===== src/rtl/multi_cycle_ctrl.sv =====
// Main control FSM for a multi-cycle MIPS-subset CPU: one datapath phase per clock,
// memory ready handshake with timeout, retired-instruction counter and sticky illegal flag.
module multi_cycle_ctrl #(
  parameter int unsigned CNT_W       = 32,
  parameter int unsigned MEM_TIMEOUT = 15
) (
  input  logic             clk_i,
  input  logic             rst_i,
  input  logic [5:0]       op_i,
  input  logic [5:0]       funct_i,
  input  logic             mem_ready_i,
  output logic             pc_write_o,
  output logic             pc_write_cond_o,
  output logic             i_or_d_o,
  output logic             mem_read_o,
  output logic             mem_write_o,
  output logic             ir_write_o,
  output logic             reg_dst_o,
  output logic             mem_to_reg_o,
  output logic             reg_write_o,
  output logic             alu_src_a_o,
  output logic [1:0]       alu_src_b_o,
  output logic [1:0]       alu_op_o,
  output logic [1:0]       pc_source_o,
  output logic [3:0]       state_o,
  output logic [CNT_W-1:0] retired_o,
  output logic             illegal_o
);

  localparam int unsigned WAIT_W = 8;
  localparam logic [WAIT_W-1:0] WAIT_LAST = WAIT_W'(MEM_TIMEOUT - 1);

  localparam logic [5:0] OP_RTYPE = 6'd0;
  localparam logic [5:0] OP_J     = 6'd2;
  localparam logic [5:0] OP_BEQ   = 6'd4;
  localparam logic [5:0] OP_ADDI  = 6'd8;
  localparam logic [5:0] OP_SLTI  = 6'd10;
  localparam logic [5:0] OP_LW    = 6'd35;
  localparam logic [5:0] OP_SW    = 6'd43;

  typedef enum logic [3:0] {
    S_FETCH  = 4'd0,
    S_DECODE = 4'd1,
    S_MEMADR = 4'd2,
    S_MEMRD  = 4'd3,
    S_MEMWB  = 4'd4,
    S_MEMWR  = 4'd5,
    S_EXEC   = 4'd6,
    S_RWB    = 4'd7,
    S_BRANCH = 4'd8,
    S_JUMP   = 4'd9,
    S_IEXEC  = 4'd10,
    S_IWB    = 4'd11,
    S_TRAP   = 4'd15
  } state_t;

  state_t            state;
  state_t            state_nxt;
  logic [WAIT_W-1:0] wait_cnt;
  logic              timeout;
  logic              waiting;
  logic              retire;
  logic              funct_ok;

  assign timeout  = (wait_cnt == WAIT_LAST);
  assign funct_ok = funct_i inside {6'd32, 6'd34, 6'd36, 6'd37, 6'd42};
  assign waiting  = (state inside {S_FETCH, S_MEMRD, S_MEMWR}) && !mem_ready_i;
  assign retire   = (state inside {S_MEMWB, S_RWB, S_BRANCH, S_JUMP, S_IWB}) ||
                    ((state == S_MEMWR) && mem_ready_i);
  assign state_o  = state;

  // State, wait counter, retire counter and sticky illegal flag
  always_ff @(posedge clk_i) begin
    if (rst_i) begin
      state     <= S_FETCH;
      wait_cnt  <= '0;
      retired_o <= '0;
      illegal_o <= 1'b0;
    end else begin
      state <= state_nxt;
      if (waiting && (state_nxt == state)) begin
        wait_cnt <= wait_cnt + WAIT_W'(1);
      end else begin
        wait_cnt <= '0;
      end
      if (retire) begin
        retired_o <= retired_o + CNT_W'(1);
      end
      if (state_nxt == S_TRAP) begin
        illegal_o <= 1'b1;
      end
    end
  end

  // Next state and Moore controls; FETCH load strobes are gated by ready
  always_comb begin
    state_nxt       = state;
    pc_write_o      = 1'b0;
    pc_write_cond_o = 1'b0;
    i_or_d_o        = 1'b0;
    mem_read_o      = 1'b0;
    mem_write_o     = 1'b0;
    ir_write_o      = 1'b0;
    reg_dst_o       = 1'b0;
    mem_to_reg_o    = 1'b0;
    reg_write_o     = 1'b0;
    alu_src_a_o     = 1'b0;
    alu_src_b_o     = 2'd0;
    alu_op_o        = 2'd0;
    pc_source_o     = 2'd0;
    if (!rst_i) begin
      case (state)
        S_FETCH: begin
          mem_read_o  = 1'b1;
          alu_src_b_o = 2'd1;
          if (mem_ready_i) begin
            ir_write_o = 1'b1;
            pc_write_o = 1'b1;
            state_nxt  = S_DECODE;
          end else if (timeout) begin
            state_nxt = S_TRAP;
          end
        end
        S_DECODE: begin
          alu_src_b_o = 2'd3;
          case (op_i)
            OP_RTYPE:        state_nxt = funct_ok ? S_EXEC : S_TRAP;
            OP_LW, OP_SW:    state_nxt = S_MEMADR;
            OP_BEQ:          state_nxt = S_BRANCH;
            OP_J:            state_nxt = S_JUMP;
            OP_ADDI, OP_SLTI: state_nxt = S_IEXEC;
            default:         state_nxt = S_TRAP;
          endcase
        end
        S_MEMADR: begin
          alu_src_a_o = 1'b1;
          alu_src_b_o = 2'd2;
          if (op_i == OP_LW) begin
            state_nxt = S_MEMRD;
          end else if (op_i == OP_SW) begin
            state_nxt = S_MEMWR;
          end else begin
            state_nxt = S_TRAP;
          end
        end
        S_MEMRD: begin
          mem_read_o = 1'b1;
          i_or_d_o   = 1'b1;
          if (mem_ready_i) begin
            state_nxt = S_MEMWB;
          end else if (timeout) begin
            state_nxt = S_TRAP;
          end
        end
        S_MEMWB: begin
          reg_write_o  = 1'b1;
          mem_to_reg_o = 1'b1;
          state_nxt    = S_FETCH;
        end
        S_MEMWR: begin
          mem_write_o = 1'b1;
          i_or_d_o    = 1'b1;
          if (mem_ready_i) begin
            state_nxt = S_FETCH;
          end else if (timeout) begin
            state_nxt = S_TRAP;
          end
        end
        S_EXEC: begin
          alu_src_a_o = 1'b1;
          alu_op_o    = 2'd2;
          state_nxt   = S_RWB;
        end
        S_RWB: begin
          reg_write_o = 1'b1;
          reg_dst_o   = 1'b1;
          state_nxt   = S_FETCH;
        end
        S_BRANCH: begin
          alu_src_a_o     = 1'b1;
          alu_op_o        = 2'd1;
          pc_write_cond_o = 1'b1;
          pc_source_o     = 2'd1;
          state_nxt       = S_FETCH;
        end
        S_JUMP: begin
          pc_write_o  = 1'b1;
          pc_source_o = 2'd2;
          state_nxt   = S_FETCH;
        end
        S_IEXEC: begin
          alu_src_a_o = 1'b1;
          alu_src_b_o = 2'd2;
          alu_op_o    = (op_i == OP_SLTI) ? 2'd3 : 2'd0;
          state_nxt   = S_IWB;
        end
        S_IWB: begin
          reg_write_o = 1'b1;
          state_nxt   = S_FETCH;
        end
        S_TRAP:  state_nxt = S_TRAP;
        default: state_nxt = S_TRAP;
      endcase
    end
  end

endmodule


===== config.mk =====
export PLATFORM = sky130hd
export DESIGN_NAME = multi_cycle_ctrl
export DESIGN_NICKNAME = d
export VERILOG_FILES = /design/src/rtl/multi_cycle_ctrl.sv
export SDC_FILE = /design/constraint.sdc
export NUM_CORES = 1
export LEC_CHECK = 0
export ABC_AREA = 1
export BUFFER_PORTS_ARGS = -buffer_cell sky130_fd_sc_hd__buf_2
export CAP_MARGIN = 20
export CELL_PAD_IN_SITES_DETAIL_PLACEMENT = 2
export CELL_PAD_IN_SITES_GLOBAL_PLACEMENT = 2
export CORE_UTILIZATION = 28
export CTS_CLUSTER_DIAMETER = 50
export DETAILED_ROUTE_END_ITERATION = 10
export PLACE_DENSITY = 0.83
export SETUP_SLACK_MARGIN = 0.2
export SLEW_MARGIN = 0
export SYNTH_ARGS = -nofsm -noshare
export SYNTH_HDL_FRONTEND = slang
export SYNTH_SLANG_ARGS = --single-unit

===== constraint.sdc =====
create_clock -name clk_i -period 2.3 [get_ports clk_i]
set_input_delay 0.23 -clock clk_i [delete_from_list [all_inputs] [get_ports clk_i]]
set_output_delay 0.23 -clock clk_i [all_outputs]
set_load 0.1 [all_outputs]

Word-level counts from Yosys, hierarchy flattened. Cells that the tools add are included.

Logic and storage cells: 89. Bits of input ports: 15. Register bits after elaboration: 45. Output and inout bits: 53.

Add/subtract/negate cells: 2. Eq/ne operators: 25. Reduce and logical (&&, ||, !) cells: 19. Bitwise logic cells: 1. Muxes and demuxes: 38.

Operator list (number): $eq 6x6->1 const B (7); $add 32x1->32 const B (1); $mux 4 (8); $pmux 4 s8 (1); $eq 4x4->1 const B (5); $mux 1 (20); $pmux 4 s5 (1); $eq 4x3->1 const B (4); $eq 6x4->1 const B (2); $pmux 2 s3 (2); $reduce_or 2->1 (6); $reduce_bool 5->1 (2); $add 8x1->8 const B (1); $eq 4x2->1 const B (2); $eq 8x4->1 const B (1); $mux 2 (4); $eq 6x2->1 const B (1); $eq 6x3->1 const B (1); $logic_not 6->1 (1); $reduce_or 5->1 (1); $eq 4x1->1 const B (1); $eq 4x4->1 (1); $logic_not 4->1 (1); $pmux 2 s2 (1); other kinds (8) (10).

Logic depth before layout (Yosys ltp).
Depth after elaboration: 10. Mapped depth: 15. Gate-level depth less buffers: 14.

Worst setup path after synthesis. Ideal clock, no wire load.

Path kind: register to output. Start: register state[3], in the netlist state_o[3]. End: output port pc_source_o[0]. Slack: -1.796 ns. Data required time: 2.070 ns. Buffers on the path: 1. Arrival: 3.866 ns. Stages on the path, launching flop included: 4. Cell sequence: dfxtp_1 -> nand2_1 -> nor3_1 -> buf_4.

Longest elaborated chain between the ends: 3. Elaborated cells on any way between the ends: 4. Classes of those cells: eq/ne (2); mux (2).

RTL lines: start, declared (RTL line 57) `state_t state;`; start signal, assigned (RTL line 80) `state <= state_nxt;`; $eq 4x4->1 (RTL line 112) `case (state)`; $pmux 2 s2 (*) (RTL line 112); $mux 2 (*) (RTL line 111) `if (!rst_i) begin`; end, declared (RTL line 24) `output logic [1:0] pc_source_o,`.

Every way passes the cells marked *; elsewhere a longest branch is shown, timed or not.

Worst setup path in the final report.
Start: register state[3], in the netlist state_o[3]. End: output port reg_write_o.

Longest elaborated chain between the ends: 4. Elaborated cells on any way between the ends: 6. Classes of those cells: eq/ne (3); mux (2); reduce/logical (1).

RTL lines: $eq 4x3->1 or $eq 4x4->1 (tied branches) (RTL line 112); $reduce_or 3->1 (no source line) (*); $mux 1 (*) (RTL line 112); $mux 1 (*) (RTL line 111); end, declared (RTL line 20) `output logic reg_write_o,`.

Marked as above.

==> qor.txt <==
F_max: 490 MHz
Initial Utilization: 28.9%
GRT Util Overall: 20.9%
Drt first pass iters: 4
Hold-fix buffers, CTS: 0
RD Place Congestion: 0.879
First-pass GRT wire length: 16900 microns
EDFF count, synth: 0
Primary FF master, synth: dfxtp_1
CTS Sinks: 45
Die Span Y: 102 microns
Area Overhead vs Synth: 39.0%
Psw: 1.07 mW
Worst r2r src: state_o[1]
Period utilization: 88.7%
Slew headroom: 64.5%
P_int: 1.36 mW
Clock Power Share: 25.3%
Most common library cells after synthesis: nand2_1 (104), nor2_1 (81), inv_1 (56)
Mean Syn Cell Area: 6.22 sq um
Buffers on Ports: 67
Initial antenna violation count: 0
Reg2Reg Setup Slack: 290 ps
Final min period: 2040 ps
Synth warnings: 0
GR Overflow Total: 0
Synth area leaders: dfxtp_1 (32%), nand2_1 (14%), nor2_1 (11%)
Overall power: 2.44 mW
Status: finished, final reports clean
Flops & latches, synth: 45
Wirelength, routed: 11400 microns
Post-synth top area share: 31.9%
Clock Latency Late Sink: 300 ps
CP required: 2070 ps
RR Endpoint: retired_o[15]
Clock tree root buffer cell: clkbuf_8
Yosys cell types: 31
Cell area after synthesis: 2820 sq um
Switching part of the total: 44.1%
Worst Skew: 7.22 ps
Ant. Diodes: 0
Post-synth top area cell: dfxtp_1
Core Area: 9770 sq um
Peak supply drop: 208 uV
Largest net degree at the start of global routing: 18
WP data arrival: 1810 ps
Post-Syn Instances: 454
CTS tree: yes
Min-delay src: rst_i
Vias in the first global route: 3326
Slew Viols, Final: 0
Worst-path fanout max: 5
Syn_nets: 472
H-tree depth: 2
Hold Slack: 313 ps
Async S/R FF share, synth: 0%
Worst-margin pin slew: 528 ps
Combinational Power Share: 39.6%
CTS clock-pin slew for the worst setup and hold paths: 90 ps
Setup violators final: 0
WL per Instance: 16.9 microns
Max Cap Violations: 0
Setup TNS: 0 ps
PD cells: 621 nW/um^2
Critical Path Sink Type: output pin
Die extent in x: 102 microns
Number of CTS-inserted buffers: 5
Vias per cell: 4.99
Bufs on Longest Clock Path: 2
Sequential power share: 35.1%
Hold Vio Cnt, Final: 0
Core Rows: 36
P_leak: 1.73 nW
Register area share after synthesis: 31.9%
RSZ-0062 raised after global routing: true
DRC viols: 0
Die area: 10500 sq um
Critical Path Sink: reg_write_o
Antenna viol nets, final: 0
Via count: 3378
Reg2Reg Depth: 10
Initial DRC count: 121
Crit path kind: reg -> out
Crit. Startpoint: state_o[3]
# IOs: 68
Layout Nets: 561
CP startpoint kind: flop
Hold Path Class: in -> reg
HPWL after detailed placement: 8500 microns
Top-count cell post-synth: nand2_1
Layout cells sized above 1: 33.8%
## cells by family after synthesis
kind of cell / after synthesis / synth area share, %
buffers and inverters: 67 / 9.17
xor gates and xnor gates: 11 / 3.41
AOI/OAI and AO/OA: 54 / 10.1
adders and majority gates: 3 / 1.33
DFF: 45 / 31.9
and+or+nand+nor: 274 / 44.1
## worst min path at each step
stage	end	slack, ps	cells after the start
floorplan	wait_cnt[0]	430	1
detailed placement	retired_o[8]	450	1
CTS	state_o[0]	300	2
global placement	wait_cnt[0]	440	1
global route	state_o[0]	310	2
finish	state_o[0]	310	2
## layout make-up
type	instances	area [sq um]
clock buffer	5	68.8
sequential	45	940
tap	133	166
timing repair buffer	90	528
fill	1216	5850
multi-input combinational	343	1960
inverter	58	221
clock inverter	3	41.3
## power by group through the flow
stage / Sequential (mW) / Clock, mW / Combinational (mW)
after CTS: 0.851 / 0.638 / 0.857
after detailed placement: 0.868 / 0 / 0.840
after global placement: 0.866 / 0 / 0.829
final: 0.856 / 0.616 / 0.964
after floorplan: 1.03 / 0 / 0.490
after global routing: 0.864 / 0.667 / 1.02
## layer usage
metal	up-vias	track usage, %	routed length (microns)	part of all wire (%)
met5	-	0	0	0
met4	0	3.96	91	0.80
met3	6	3.08	342	3.0
met2	56	33.8	5570	49
met1	1661	29.4	5410	47
li1	1655	-	-	-
## layout by cell type (no fill, tap or decap), drive strengths merged
master / n
o21ai: 14
and3: 2
inv: 57
nand3b: 2
nor3b: 3
clkbuf: 6
nand2: 106
clkinvlp: 2
nand4: 15
nand3: 33
a21oi: 34
dfxtp: 45
nor2: 85
o21a: 2
bufinv: 1
a31oi: 3
ha: 3
clkinv: 1
xor2: 6
o211ai: 1
nor4: 5
buf: 89
xnor2: 5
nor3: 24
## flip-flops by register name, indices dropped and copies added (netlist names)
| name | flops |
|---|---|
| state_o | 4 |
| retired_o | 32 |
| wait_cnt | 8 |
| illegal_o | 1 |
## critical path: stages, from the launching register on
cell	delay (ps)
dfxtp_4	390
clkinvlp_4	130
nor2_4	230
nand2_1	130
a21oi_4	170
buf_2	440
## metrics by stage
step	instances	worst slack (ps)	utilization, %	cell area, sq um
floorplan	454	194	-	3000
global placement	654	89.3	36.0	3520
detailed placement	654	45.4	36.0	3520
CTS	663	188	37.6	3680
global route	677	110	40.2	3930
finish	677	261	40.2	3930
## timing repair
| item | 4_1_cts | 5_1_grt |
|---|---|---|
| endpoints found under the setup margin | 18 | 26 |
| gates resized for setup | 10 | 40 |
| pin swaps | 1 | 12 |
| cloned | 0 | 1 |
| setup buffers | 1 | 13 |
(Power assumes the default switching activity.)
